**config.mk**
```make
export PLATFORM = sky130hd
export DESIGN_NAME = alu_dp_sequencer
export DESIGN_NICKNAME = d
export VERILOG_FILES = /design/src/rtl/alu_dp_sequencer.sv
export SDC_FILE = /design/constraint.sdc
export NUM_CORES = 1
export LEC_CHECK = 0
export BUFFER_PORTS_ARGS = -buffer_cell sky130_fd_sc_hd__buf_2
export CORE_MARGIN = 1.5
export CORE_UTILIZATION = 26
export CTS_CLUSTER_DIAMETER = 120
export CTS_CLUSTER_SIZE = 16
export DETAILED_ROUTE_END_ITERATION = 8
export PLACE_DENSITY = 0.54
export SLEW_MARGIN = 20
export SYNTH_ARGS = -nofsm -noshare
export SYNTH_HDL_FRONTEND = slang
export SYNTH_SLANG_ARGS = --single-unit
```
**constraint.sdc**
```tcl
create_clock -name clk -period 6.52 [get_ports clk]
set_clock_uncertainty 0.2 [all_clocks]
set_input_delay 0.652 -clock clk [delete_from_list [all_inputs] [get_ports clk]]
set_output_delay 0.652 -clock clk [all_outputs]
set_load 0.1 [all_outputs]
```
**src/rtl/alu_dp_sequencer.sv**
```systemverilog
// DP control sequencer: decodes the DP command and sequences iterative shift-add MUL.
// Optional MUL early termination on mul_rem_zero is enabled by defining MUL_EARLY_TERM_EN.
module alu_dp_sequencer #(
    parameter int WIDTH     = 32,
    parameter int MUL_STEPS = WIDTH,
    parameter int STEP_W    = ($clog2(MUL_STEPS) > 0) ? $clog2(MUL_STEPS) : 1
) (
    input  logic              clk,
    input  logic              reset,
    input  logic              in_valid,
    output logic              in_ready,
    input  logic              ALUOp,
    input  logic [4:0]        Funct,
    input  logic              is_mul,
    input  logic              mul_rem_zero,
    output logic              step_en,
    output logic [STEP_W-1:0] step_idx,
    output logic              out_valid,
    input  logic              out_ready,
    output logic [2:0]        ALUControl,
    output logic              ALUSrcA,
    output logic [1:0]        FlagW,
    output logic              NoWrite,
    output logic              illegal
);

    typedef enum logic [1:0] {
        IDLE = 2'd0,
        STEP = 2'd1,
        RESP = 2'd2
    } state_t;

    state_t             state_q;
    logic               step_en_q;
    logic [STEP_W-1:0]  step_idx_q;
    logic               out_valid_q;
    logic [2:0]         ctl_q;
    logic               srca_q;
    logic [1:0]         flagw_q;
    logic               nowrite_q;
    logic               illegal_q;
    logic               mul_s_q;

    logic               accept;
    logic               accept_mul;
    logic               step_last;
    logic               step_done;

    logic [2:0]         dec_ctl_d;
    logic               dec_srca_d;
    logic [1:0]         dec_flagw_d;
    logic               dec_nowrite_d;
    logic               dec_illegal_d;

    assign in_ready   = (state_q == IDLE) | ((state_q == RESP) & out_ready);
    assign accept     = in_valid & in_ready;
    assign accept_mul = ALUOp & is_mul;
    assign step_last  = (step_idx_q == STEP_W'(MUL_STEPS - 1));

`ifdef MUL_EARLY_TERM_EN
    assign step_done = step_last | mul_rem_zero;
`else
    logic unused_rem_zero;
    assign unused_rem_zero = mul_rem_zero;
    assign step_done       = step_last;
`endif

    // Decode for the non-MUL path; ALUOp=0 leaves the address-add defaults in place.
    always_comb begin
        dec_ctl_d     = 3'b000;
        dec_srca_d    = 1'b1;
        dec_flagw_d   = 2'b00;
        dec_nowrite_d = 1'b0;
        dec_illegal_d = 1'b0;
        if (ALUOp) begin
            case (Funct[4:1])
                4'b0000: begin dec_ctl_d = 3'b010; dec_flagw_d = Funct[0] ? 2'b10 : 2'b00; end
                4'b0001: begin dec_ctl_d = 3'b100; dec_flagw_d = Funct[0] ? 2'b10 : 2'b00; end
                4'b0010: begin dec_ctl_d = 3'b001; dec_flagw_d = Funct[0] ? 2'b11 : 2'b00; end
                4'b0011: begin dec_ctl_d = 3'b101; dec_flagw_d = Funct[0] ? 2'b11 : 2'b00; end
                4'b0100: begin dec_ctl_d = 3'b000; dec_flagw_d = Funct[0] ? 2'b11 : 2'b00; end
                4'b0101, 4'b0110, 4'b0111: begin
                    dec_illegal_d = 1'b1;
                    dec_nowrite_d = 1'b1;
                end
                4'b1000: begin dec_ctl_d = 3'b010; dec_flagw_d = 2'b10; dec_nowrite_d = 1'b1; end
                4'b1001: begin dec_ctl_d = 3'b100; dec_flagw_d = 2'b10; dec_nowrite_d = 1'b1; end
                4'b1010: begin dec_ctl_d = 3'b001; dec_flagw_d = 2'b11; dec_nowrite_d = 1'b1; end
                4'b1011: begin dec_ctl_d = 3'b000; dec_flagw_d = 2'b11; dec_nowrite_d = 1'b1; end
                4'b1100: begin dec_ctl_d = 3'b011; dec_flagw_d = Funct[0] ? 2'b10 : 2'b00; end
                4'b1101: begin dec_srca_d = 1'b0;  dec_flagw_d = Funct[0] ? 2'b10 : 2'b00; end
                4'b1110: begin dec_ctl_d = 3'b110; dec_flagw_d = Funct[0] ? 2'b10 : 2'b00; end
                default: begin dec_ctl_d = 3'b111; dec_flagw_d = Funct[0] ? 2'b10 : 2'b00; end
            endcase
        end
    end

    always_ff @(posedge clk) begin
        if (reset) begin
            state_q     <= IDLE;
            step_en_q   <= 1'b0;
            step_idx_q  <= '0;
            out_valid_q <= 1'b0;
            ctl_q       <= 3'b000;
            srca_q      <= 1'b1;
            flagw_q     <= 2'b00;
            nowrite_q   <= 1'b0;
            illegal_q   <= 1'b0;
            mul_s_q     <= 1'b0;
        end else begin
            case (state_q)
                STEP: begin
                    if (step_done) begin
                        state_q     <= RESP;
                        step_en_q   <= 1'b0;
                        out_valid_q <= 1'b1;
                        nowrite_q   <= 1'b0;
                        flagw_q     <= mul_s_q ? 2'b10 : 2'b00;
                    end else begin
                        step_idx_q  <= step_idx_q + 1'b1;
                    end
                end
                default: begin
                    // IDLE and RESP share the accept path so RESP can hand off back-to-back.
                    if (accept) begin
                        step_idx_q <= '0;
                        if (accept_mul) begin
                            state_q     <= STEP;
                            step_en_q   <= 1'b1;
                            out_valid_q <= 1'b0;
                            ctl_q       <= 3'b000;
                            srca_q      <= 1'b1;
                            flagw_q     <= 2'b00;
                            nowrite_q   <= 1'b1;
                            illegal_q   <= 1'b0;
                            mul_s_q     <= Funct[0];
                        end else begin
                            state_q     <= RESP;
                            step_en_q   <= 1'b0;
                            out_valid_q <= 1'b1;
                            ctl_q       <= dec_ctl_d;
                            srca_q      <= dec_srca_d;
                            flagw_q     <= dec_flagw_d;
                            nowrite_q   <= dec_nowrite_d;
                            illegal_q   <= dec_illegal_d;
                        end
                    end else if ((state_q == RESP) && out_ready) begin
                        state_q     <= IDLE;
                        step_en_q   <= 1'b0;
                        step_idx_q  <= '0;
                        out_valid_q <= 1'b0;
                        ctl_q       <= 3'b000;
                        srca_q      <= 1'b1;
                        flagw_q     <= 2'b00;
                        nowrite_q   <= 1'b0;
                        illegal_q   <= 1'b0;
                    end
                end
            endcase
        end
    end

    assign step_en    = step_en_q;
    assign step_idx   = step_idx_q;
    assign out_valid  = out_valid_q;
    assign ALUControl = ctl_q;
    assign ALUSrcA    = srca_q;
    assign FlagW      = flagw_q;
    assign NoWrite    = nowrite_q;
    assign illegal    = illegal_q;

endmodule

```
Word-level counts from Yosys, hierarchy flattened
Index checks and enable logic that the tools add are counted.
Storage, ports and cells
  register bits after elaboration: 18
  output and inout bits: 16
  logic and storage cells: 99
Operators by class
  add/subtract/negate cells: 1
  eq/ne operators: 19
  muxes and demuxes: 46
  bitwise gates (word level): 5
  reductions and logical operators: 18
Operators by type and width (number)
  equality test 4 bit, second input constant: 7
  2-to-1 mux 2 bit: 13
  2-to-1 mux 1 bit: 23
  case mux 3 bit (7 select lines): 1
  2-to-1 mux 5 bit: 4
  equality test 4 x 3 -> 1 bit, second input constant: 4
  2-to-1 mux 3 bit: 4
  OR reduction 2 bit: 5
  equality test 4 x 2 -> 1 bit, second input constant: 2
  case mux 2 bit (4 select lines): 1
  OR reduction 7 bit: 1
  AND reduction 2 bit: 3
  OR reduction 3 bit: 2
  OR reduction 6 bit: 1
  adder 5 x 1 -> 5 bit, second input constant: 1
  equality test 5 bit, second input constant: 1
  equality test 4 x 1 -> 1 bit, second input constant: 1
  logical NOT 4 bit: 1
  inequality test 2 bit, second input constant: 2
  bitwise AND 1 bit: 3
  AND reduction 3 bit: 1
  nonzero test 3 bit: 1
  equality test 2 x 1 -> 1 bit, second input constant: 1
  equality test 2 bit, second input constant: 1
  other kinds (5): 5

Depth between registers and ports, before layout
  depth in word-level cells: 7
  mapped depth: 8

Least setup slack after synthesis
OpenSTA, ideal clock, no wires.
  path kind: reg2out
  start point: register state_q[0]
  end point: output in_ready
  data arrival time: 2.343 ns
  setup slack: 3.325 ns
  cell stages (with the launch flop): 4
  path buffers: 2
  path through: dfxtp_1 buf_4 buf_6 nor2_1
On the way
  word-level cells in the longest chain between the ends: 3
  elaborated cells between the ends (all ways): 4
  those cells by class: 1 x eq/ne; 2 x bitwise; 1 x reduce/logical
Ends and longest elaborated chain
  from (decl): line 33  | state_t state_q;
  from (signal assigned): line 100  | state_q <= IDLE;
  from (signal assigned): line 114  | state_q <= RESP;
  from (signal assigned): line 128  | state_q <= STEP;
  equality test 2 bit: line 55  | assign in_ready = (state_q == IDLE) | ((state_q == RESP) & out_ready);
  bitwise AND 1 bit: line 55
  bitwise OR 1 bit (*): line 55
  to (decl): line 11  | output logic in_ready,
Mark *: on every way between the ends. The rest lies on a longest branch, timed or not.

==> metrics.txt <==
largest net degree at the start of global routing=20; drt drc=0; crit path DAT=1510 ps; clk_lat worst skew=300 ps; most common cell after layout, fill and taps aside=buf_2; Cell Count, Final, Fillers Out=184; NumNets Final=153; Pleak=0.000452 uW; TritonCTS clock tree=done; Hold Path Class=flop to flop; Final min period=2370 ps; crit-path leading delay family=flip-flops; cells along the critical path=buf_2; ys async rst share=0%; Sum Neg Setup Slack=0 ps; post-synthesis adder-cell area fraction=about 2.7%; drt wl/cell=roughly 11 um; Critical Path RT=5670 ps; switching pwr=about 80 uW; Die X=62.5 um; Clock Power Share=30.0%; Internal Power=149 uW; Cell Area, Synth=920 um2; Pwr per Cell Area=209 nW/um2; core area=around 3400 um2; Post-Synthesis Mean Instance Area=8.00 um2; die area=3900 um2; Vias/cell=4.73; Seq cells post-synth=16; vias in the first global route=~820; CP Launch Type=flop; status=finished clean; layout cells sized above 1=27.5%; Reg power frac=a little under half; Clock Pin Slew Worst Setup and Hold Paths=approximately 100 ps; largest fanout on the critical path=19; first-pass GRT wire length=3560 um; post-synth top area cell=dfxtp_1; max-slew violations=0; CP max stage delay=between 600 and 700 ps; gr usage total=11.1%; detailed placement HPWL=1570 um; warnings from Yosys=0; clk buf depth=2; critical path class=flop to primary output; Post-Synth Simple-Gate Area=between 20% and 30%; XOR/XNOR Fraction of Synth Area=0%; Synth Flop Type=dfxtp_1; FMAX=423 MHz; H-Tree Level Count=1; Hold-fix buffers, CTS=0; initial DRC count=27; Synth area leaders=dfxtp_1, a21oi_1, nor2_1; Switching Fraction=35.0%; post-route ant nets=0; number of max-cap violations=0; Post-synth EDFFs=0; io pins=28; endpoints failing hold=0; relative slew slack=just under 60%; commonest cells after routing, fill and taps aside=buf_2, dfxtp_1, nor2_1, a21oi_1, nand2_1; Starting Density=27.3%; CTS Buf Count=3; worst path buffer plus inverter count=1; combinational family with the most area after synthesis=simple AND/OR/NAND/NOR gates; Worst-Margin Slew=607 ps; ANT cells=0; sequential element share of the synthesized area=34.8%; cell count after synthesis=115; Compound-Gate Fraction of Synth Area=23.8%; clock sink count=16; row count=21; post-CTS sizing=0; Routed WL=about 2100 um; Slowest-stage cell, CP=dfxtp_1; post-synthesis mux area share=4.49%; Worst setup EP type=primary output; total gr overflow=0; antenna violations before repair=0; gpl congestion=0.725; Peak supply drop=0.0776 mV; RSZ-0062 raised after global routing=false; combinational share of power=24.5%; area grow syn2layout=19.3%; CTS root buf=clkbuf_4; postcts setup bufs=0; Chip Height=62.5 um; first-pass iteration count of the detailed router=4; library cells used by synthesis=37; placed insts=between 150 and 200; port bufs=26; Via Count=871; final setup vio count=0; Final Cycle Share=36.3%; share of the synthesized area in the top cell type=34.8%; syn_nets=around 130
-- through the flow --
step,area [um2],power (uW),utilization [%],worst slack [ps],hold slack [ps]
4_1_cts,1100,232,32.6,4140,262
2_1_floorplan,920,152,-,3330,261
3_3_place_gp,1060,163,31.5,4320,248
5_1_grt,1100,241,32.6,4040,290
3_5_place_dp,1060,163,31.5,4290,248
6_report,1100,229,32.6,4150,261
-- worst paths after layout --
check / startpoint / endpoint / slack [ps] / cells past startpoint
worst max-delay path: state_q[0] / step_en / 4150 / 1
worst min-delay path: ALUControl[1] / ALUControl[1] / 260 / 2
worst max register to register: step_idx[0] / step_idx[0] / 4310 / 7
worst min register to register: ALUControl[1] / ALUControl[1] / 260 / 2
-- cell usage after synthesis (all sizes together), types with 3 or more instances --
master,number
buf,4
nor2,12
a21oi,12
dfxtp,16
nor2b,3
inv,6
clkbuf,3
o21ai,7
nand2,11
and3,3
nand3,3
nand2b,4
mux2i,3
-- cell type report --
type | count | area (um2)
timing repair buffer | 26 | 130
tap | 46 | 57.6
multi-input combinational | 86 | 531
fill | 402 | 2270
clock buffer | 4 | 36.3
sequential | 16 | 320
inverter | 6 | 22.5
-- sequential cells by signal (all words and copies together), names as in the netlist --
| signal | cells |
|---|---|
| step_idx | 5 |
| ALUControl | 3 |
| FlagW | 2 |
| state_q | 2 |
| ALUSrcA | 1 |
| NoWrite | 1 |
| illegal | 1 |
| mul_s_q | 1 |
-- power groups by stage --
stage	registers (uW)	clock network, uW	logic (uW)
after floorplan	124	0	28.1
after global placement	107	0	56.1
after detailed placement	107	0	56.4
after CTS	104	70.8	56.6
after global routing	105	74.5	60.9
final	104	68.7	56.2
-- cell families (layout without fill, tap and decap cells) --
family / after synthesis / after routing
AOI/OAI and AO/OA: 34 / 34
and+or+nand+nor: 46 / 46
muxes: 4 / 4
buffers and inverters: 13 / 36
adders and majority gates: 2 / 2
DFF: 16 / 16
-- routing by layer --
| metal | global-route usage (%) | up-vias | wire length, um |
|---|---|---|---|
| met5 | 0 | - | 0 |
| li1 | - | 457 | - |
| met4 | 5.00 | 0 | 29 |
| met3 | 2.52 | 2 | 118 |
| met2 | 16.5 | 20 | 893 |
| met1 | 15.3 | 392 | 1010 |
No activity file was read; power rests on OpenSTA's default activity.
